**src/rtl/seq_ripple_adder.sv**
```systemverilog
// rtl/seq_ripple_adder.sv - multi-cycle adder, SLICE bits per clock, valid/ready handshake
// Optional subtract mode (port sub) is enabled by defining SEQ_ADDER_SUB_EN.
module seq_ripple_adder #(
    parameter int WIDTH = 16,
    parameter int SLICE = 4
) (
    input  logic             clk,
    input  logic             rst,
    input  logic             in_valid,
    output logic             in_ready,
    input  logic [WIDTH-1:0] a,
    input  logic [WIDTH-1:0] b,
    input  logic             cin,
`ifdef SEQ_ADDER_SUB_EN
    input  logic             sub,
`endif
    output logic             out_valid,
    input  logic             out_ready,
    output logic [WIDTH-1:0] sum,
    output logic             cout,
    output logic             ovf
);

    localparam int N  = WIDTH / SLICE;
    localparam int KW = (N > 1) ? $clog2(N) : 1;

    typedef enum logic [1:0] {
        IDLE,
        RUN,
        DONE
    } state_t;

    state_t           state;
    state_t           state_nx;
    logic             accept;
    logic             last;
    logic [KW-1:0]    k;
    logic             carry;
    logic [WIDTH-1:0] op_a;
    logic [WIDTH-1:0] op_b;
    logic [WIDTH-1:0] acc;
    logic [WIDTH-1:0] acc_nx;
    logic [SLICE:0]   slice_sum;
    logic [WIDTH-1:0] eff_b;
    logic             eff_cin;
    int               base;

    // Subtraction is a + ~b + ~cin, so only the captured operand and carry differ.
    always_comb begin
`ifdef SEQ_ADDER_SUB_EN
        eff_b   = sub ? ~b : b;
        eff_cin = sub ? ~cin : cin;
`else
        eff_b   = b;
        eff_cin = cin;
`endif
    end

    always_comb begin
        base      = int'(k) * SLICE;
        last      = (int'(k) == N - 1);
        slice_sum = {1'b0, op_a[base +: SLICE]} + {1'b0, op_b[base +: SLICE]}
                  + {{SLICE{1'b0}}, carry};
        acc_nx                 = acc;
        acc_nx[base +: SLICE]  = slice_sum[SLICE-1:0];
    end

    always_ff @(posedge clk or posedge rst) begin
        if (rst) begin
            state <= IDLE;
        end else begin
            state <= state_nx;
        end
    end

    always_comb begin
        state_nx  = state;
        in_ready  = 1'b0;
        out_valid = 1'b0;
        accept    = 1'b0;
        case (state)
            IDLE: begin
                in_ready = 1'b1;
                if (in_valid) begin
                    accept   = 1'b1;
                    state_nx = RUN;
                end
            end
            RUN: begin
                if (last) begin
                    state_nx = DONE;
                end
            end
            DONE: begin
                out_valid = 1'b1;
                if (out_ready) begin
                    state_nx = IDLE;
                end
            end
            default: state_nx = IDLE;
        endcase
    end

    // Published result registers load only on the final slice, so they stay
    // frozen through DONE and across the next operation's RUN phase.
    always_ff @(posedge clk or posedge rst) begin
        if (rst) begin
            op_a  <= '0;
            op_b  <= '0;
            acc   <= '0;
            carry <= 1'b0;
            k     <= '0;
            sum   <= '0;
            cout  <= 1'b0;
            ovf   <= 1'b0;
        end else if (accept) begin
            op_a  <= a;
            op_b  <= eff_b;
            carry <= eff_cin;
            acc   <= '0;
            k     <= '0;
        end else if (state == RUN) begin
            acc   <= acc_nx;
            carry <= slice_sum[SLICE];
            if (last) begin
                k    <= '0;
                sum  <= acc_nx;
                cout <= slice_sum[SLICE];
                ovf  <= (op_a[WIDTH-1] == op_b[WIDTH-1]) && (acc_nx[WIDTH-1] != op_a[WIDTH-1]);
            end else begin
                k <= k + 1'b1;
            end
        end
    end

endmodule

```
**config.mk**
```make
export PLATFORM = sky130hd
export DESIGN_NAME = seq_ripple_adder
export DESIGN_NICKNAME = d
export VERILOG_FILES = /design/src/rtl/seq_ripple_adder.sv
export SDC_FILE = /design/constraint.sdc
export NUM_CORES = 1
export LEC_CHECK = 0
export CAP_MARGIN = 20
export CORE_MARGIN = 2
export CORE_UTILIZATION = 40
export DETAILED_ROUTE_END_ITERATION = 8
export DONT_BUFFER_PORTS = 1
export PLACE_DENSITY = 0.63
export SYNTH_ARGS = -nofsm -noshare
export SYNTH_HDL_FRONTEND = slang
export SYNTH_SLANG_ARGS = --single-unit
```
**constraint.sdc**
```tcl
create_clock -name clk -period 2.5 [get_ports clk]
set_input_delay 0.25 -clock clk [delete_from_list [all_inputs] [get_ports clk]]
set_output_delay 0.25 -clock clk [all_outputs]
set_load 0.005 [all_outputs]
```
# ---- Word level (Yosys, flattened, before mapping)
# Index checks and enable logic that the tools add are counted.
dict set report totals {
  ff_bits 71
  wordCells 47
  inputBits 37
}
dict set report op_classes {
  n_bitwise 1
  n_reduce_logical 5
  n_eq_ne 8
  mux 16
  shifts 4
  addsub 4
}
# cell n
set ops {}
lappend ops {{4-bit negator with 33-bit output} 1}
lappend ops {{4-bit by 33-bit variable shift with 16-bit output (first input constant)} 1}
lappend ops {{4-bit by 33-bit variable part select with 16-bit output} 1}
lappend ops {{16-bit two-way mux} 2}
lappend ops {{16-bit by 5-bit variable part select with 4-bit output} 2}
lappend ops {{16-bit bitwise mux} 1}
lappend ops {{2-bit two-way mux} 6}
lappend ops {{1-bit two-way mux} 6}
lappend ops {{2-bit inequality test (second input constant)} 3}
lappend ops {{2-bit case mux with 3 select lines} 1}
lappend ops {{3-bit AND reduction} 2}
lappend ops {{4-bit by 4-bit adder with 5-bit output} 1}
lappend ops {{5-bit by 1-bit adder with 5-bit output} 1}
lappend ops {{2-bit by 1-bit equality test with 1-bit output (second input constant)} 2}
lappend ops {{2-bit by 1-bit adder with 2-bit output (second input constant)} 1}
lappend ops {{2-bit equality test (second input constant)} 1}
lappend ops {{2-bit zero test} 1}
lappend ops {{2-bit nonzero test} 1}
lappend ops {{1-bit equality test} 1}
lappend ops {{1-bit logical AND} 1}
lappend ops {{1-bit inequality test} 1}
lappend ops {{1-bit inverter} 1}

# ---- Depth between registers and ports, before layout
# Gate-level depths: netlist (run 1).
dict set report logic_depth {
  ltp_word 7
  ltp_mapped 9
}

# ---- Worst setup path after synthesis (run 1)
# Ideal clock, no wire load.
dict set report synth_timing {
  path_type {register to register}
  start {reg k[0]}
  end {reg acc[13]}
  arrival_time_ns 2.565
  path_slack_ns -0.131
  required_time_ns 2.434
  path_buffers 1
  stages_incl_launch_ff 8
  path_cell_list {dfrtp_1 > buf_2 > mux4_2 > fa_1 > inv_1 > fa_1 > nor2_1 > a22o_1}
}
dict set report synth_between {
  elab_chain_cells 7
  elab_cells_between_ends 10
  classes_between {add/sub: 3; shift: 4; mux: 3}
}
# element line
set synth_lines {}
lappend synth_lines {{start: declaration} 37} ;# logic [KW-1:0] k;
lappend synth_lines {{start signal: assignment} 131} ;# k <= k + 1'b1;
lappend synth_lines {{16-bit by 5-bit variable part select with 4-bit output} 62} ;# slice_sum = {1'b0, op_a[base +: SLICE]} + {1'b0, op_b[base +: SLICE]}
lappend synth_lines {{4-bit by 4-bit adder with 5-bit output} 62}
lappend synth_lines {{5-bit by 1-bit adder with 5-bit output} 63} ;# + {{SLICE{1'b0}}, carry};
lappend synth_lines {{4-bit by 33-bit variable part select with 16-bit output} 65} ;# acc_nx[base +: SLICE] = slice_sum[SLICE-1:0];
lappend synth_lines {{16-bit bitwise mux (*)} 65}
lappend synth_lines {{16-bit two-way mux (*)} 122} ;# end else if (state == RUN) begin
lappend synth_lines {{16-bit two-way mux (*)} 116} ;# end else if (accept) begin
lappend synth_lines {{end signal: assignment} 123} ;# acc <= acc_nx;
lappend synth_lines {{end: declaration} 41} ;# logic [WIDTH-1:0] acc;
# Mark *: on every way between the ends. The rest lies on a longest branch, timed or not. The select of a mux whose other input is x is not followed.
# A chain may end at the register's enable or synchronous reset.

# ---- Worst setup path after layout (run 1)
dict set report layout_timing {
  start {reg k[0]}
  end {reg sum[3]}
}
dict set report layout_between {
  elab_chain_cells 5
  elab_cells_between_ends 10
  classes_between {add/sub: 3; eq/ne: 1; shift: 4; mux: 1; reduce/logical: 1}
}
# element line
set layout_lines {}
lappend layout_lines {{16-bit by 5-bit variable part select with 4-bit output} 62}
lappend layout_lines {{4-bit by 4-bit adder with 5-bit output} 62}
lappend layout_lines {{5-bit by 1-bit adder with 5-bit output} 63}
lappend layout_lines {{4-bit by 33-bit variable part select with 16-bit output} 65}
lappend layout_lines {{16-bit bitwise mux} 65}
lappend layout_lines {{end signal: assignment} 127} ;# sum <= acc_nx;
lappend layout_lines {{end: declaration} 19} ;# output logic [WIDTH-1:0] sum,
# Parallel ways exist; a longest one is shown, timed or not.

==> flow_summary.ini, run 1 <==
[place]
gp_congestion = 0.818
dp_slack_ns = -0.0505
portBuffers = 0
dp_hpwl_um = 5070

[synth]
synth-xor-area-share = 0.00259
synth_compound_area_frac = 0.130
synth_common_cells = dfrtp_1 (71), mux2_2 (33), nand2_1 (19)
synth-edff-count = 0
yosysTopAreaCell = dfrtp_1
synth_top_family_by_area = multiplexers
muxShareOfSynthArea = 0.165
synthMostInstantiatedCell = dfrtp_1
ys_seq_elements = 71
synth_flop_cell = dfrtp_1
yosysTopAreaCellShare = 0.526
synth_area_leaders = dfrtp_1 (53%), mux2_2 (11%), mux4_2 (4.7%), ha_1 (3.3%), o21ai_0 (2.7%)
synth-simple-area-share = 0.0934
ys_seq_area_frac = 0.526
syn_inst = 274
ys.warnings.count = 0
synth_fa_ha_area_frac = 0.0452
synth_area_per_cell_um2 = 12.3
synthArstFlopShare = 1.00
syn_area_mm2 = 0.00338
ys_types = 42
syn_nets = 322

[sta]
tightest_slew_ns = 0.514
slew_violations = 0
worst_clock_skew_ns = 0.0112
finalHoldViolCount = 0
layout_setup_ws_ns = 0.0497
timing.fmax_mhz = 408
rsz0062_at_grt = true
post-route-period-util = 0.980
relSlewSlack = 0.656
hold_ws_ns = 0.0219
setup_violations = 0
min_period_ns = 2.45

[worst_setup_path]
worstPathMaxFanout = 6
critical_path_class = reg2reg
rrSetupSlack_ns = 0.05
start_kind = flip-flop
rr_startpoint = k[0]
arrival_ns = 2.72
ff2ff_path_depth = 8
r2r_end = sum[3]
crit_required_ns = 2.77
crit_path_end_kind = flip-flop

[cells_and_area]
syn_to_final_growth_pct = 15.9
diodes = 0
multi_input_area_mm2 = 0.00157
drive_gt1_frac = 0.331
fillerInstances = 739
finish.net_count = 336
register_area_mm2 = 0.00178

[route]
antenna_left = 0
wl_per_cell_um = 17.8
routed_wl_um = 7090
drt-initial-drc-count = 94
drc = 0
dr.pass1.iters = 4
viasPerCell = 5.45
vias = 2168

[cts]
clkTransAtPathRegs_ns = 0.07
clk_path_buf_depth = 2
htreeDepth = 3
cts_made_buffers = 9
cts_tree = yes
worstSkewPairLatency_ns = 0.35
root_buffer = clkbuf_8
cts_sinks = 71

[floorplan]
rows = 33
die_area_mm2 = 0.00919
die_h_um = 95.9
core_area_mm2 = 0.00822
die_w_um = 95.9
ios = 57
start_util = 0.411

[power_and_ir_drop]
leakagePower_uw = 0.00165
power_density_mw_per_mm2 = 1680
comb_power_share = 0.567
ir_drop_mv = 0.864
sw_frac_of_total = 0.407
p_seq_frac = 0.304
p_clk_frac = 0.130
p_int_uw = 3890
switching_power_uw = 2670

[grt]
grt_pass1_wl_um = 11700
antenna_found_initial = 0
grt_pass1_vias = 2230
grt.total_usage = 0.172
gr-total-overflow = 0
grt_max_degree = 42

[job]
drv_cap = 0

[status]
status = completed

[worst_hold_path]
holdPathEnd = carry
hp-class = in2reg
min_path_cells = 2
hold_start = cin
[placed cells by master (no fill, tap or decap), types with 7 or more instances in the layout]
cell type / instances
buf_4: 13
nor2b_1: 9
clkbuf_8: 11
a21oi_1: 13
o21ai_0: 11
inv_1: 12
mux2_2: 33
o21ai_1: 7
nand2_1: 19
mux4_2: 8
a32o_1: 8
dfrtp_1: 70
a22o_1: 8
[power groups by stage]
stage                     clock network (uW)  logic (uW)  registers, uW
after floorplan                            0        2220           1890
after global placement                     0        3050           2010
after detailed placement                   0        3110           2030
after CTS                                878        3250           2010
after global routing                     927        4090           2070
final                                    849        3720           1990
[what timing repair did]
item                       in CTS  in global routing
hold endpoints to repair       11                  0
setup endpoints to repair      16                 23
gates resized for setup         6                 25
pin swaps                       0                  6
buffers inserted                0                  3
hold buffers                    2                  0
[worst max-delay path, stage by stage, from the launching register on]
cell	delay, ns
dfrtp_2	0.46
buf_4	0.14
mux4_2	0.53
ha_4	0.32
nand3_4	0.08
buf_6	0.12
and3b_2	0.21
o32a_1	0.39
o21ai_1	0.12
[metal layers]
metal,GRT usage,part of all wire
met1,0.218,0.44
met2,0.266,0.47
met3,0.0713,0.066
met4,0.0631,0.018
met5,0,0
[flip-flops by register name, indices dropped and copies added (netlist names)]
name,cells
acc,16
op_a,16
op_b,16
sum,16
k,2
state,2
carry,1
cout,1
ovf,1
[worst max path at each step]
stage / from / endpoint / slack (ns) / depth (start not counted)
2_1_floorplan: k[0] / acc[13] / 0.05 / 7
3_3_place_gp: k[0] / sum[7] / -0.02 / 6
3_5_place_dp: k[0] / acc[5] / -0.05 / 6
4_1_cts: k[0] / acc[11] / 0.009 / 6
5_1_grt: k[0] / sum[3] / -0.06 / 8
6_report: k[0] / sum[3] / 0.05 / 8
[final cells by class]
cell class | count | area share
inverter | 14 | 0.0134
timing repair buffer | 20 | 0.0512
sequential | 71 | 0.454
multi-input combinational | 172 | 0.400
tap | 105 | 0.0336
clock buffer | 11 | 0.0387
clock inverter | 5 | 0.00831
[per-stage QoR]
| stage | instances | area, um^2 | total power [uW] | TNS (ns) | utilization |
|---|---|---|---|---|---|
| 2_1_floorplan | 274 | 3380 | 4110 | 0 | - |
| 3_3_place_gp | 377 | 3570 | 5060 | -0.0203 | 0.435 |
| 3_5_place_dp | 377 | 3570 | 5140 | -0.324 | 0.435 |
| 4_1_cts | 395 | 3790 | 6140 | 0 | 0.461 |
| 5_1_grt | 398 | 3910 | 7090 | -0.256 | 0.476 |
| 6_report | 398 | 3910 | 6560 | 0 | 0.476 |
[kinds of logic (layout without fill, tap and decap cells)]
| group | after synthesis | count (layout) |
|---|---|---|
| muxes | 41 | 41 |
| xor gates and xnor gates | 1 | 1 |
| and+or+nand+nor | 56 | 56 |
| buffers and inverters | 31 | 50 |
| AOI/OAI and AO/OA | 63 | 63 |
| adders and majority gates | 11 | 11 |
| DFF | 71 | 71 |
Note: power is estimated with default switching activity, not from simulation.
==> run 2, diff against run 1 <==
- ABC_CLOCK_PERIOD_IN_PS: not set -> 2500
==> results of run 2 <==
Same layout as run 1: the final DEF is identical, and so are final timing and power.
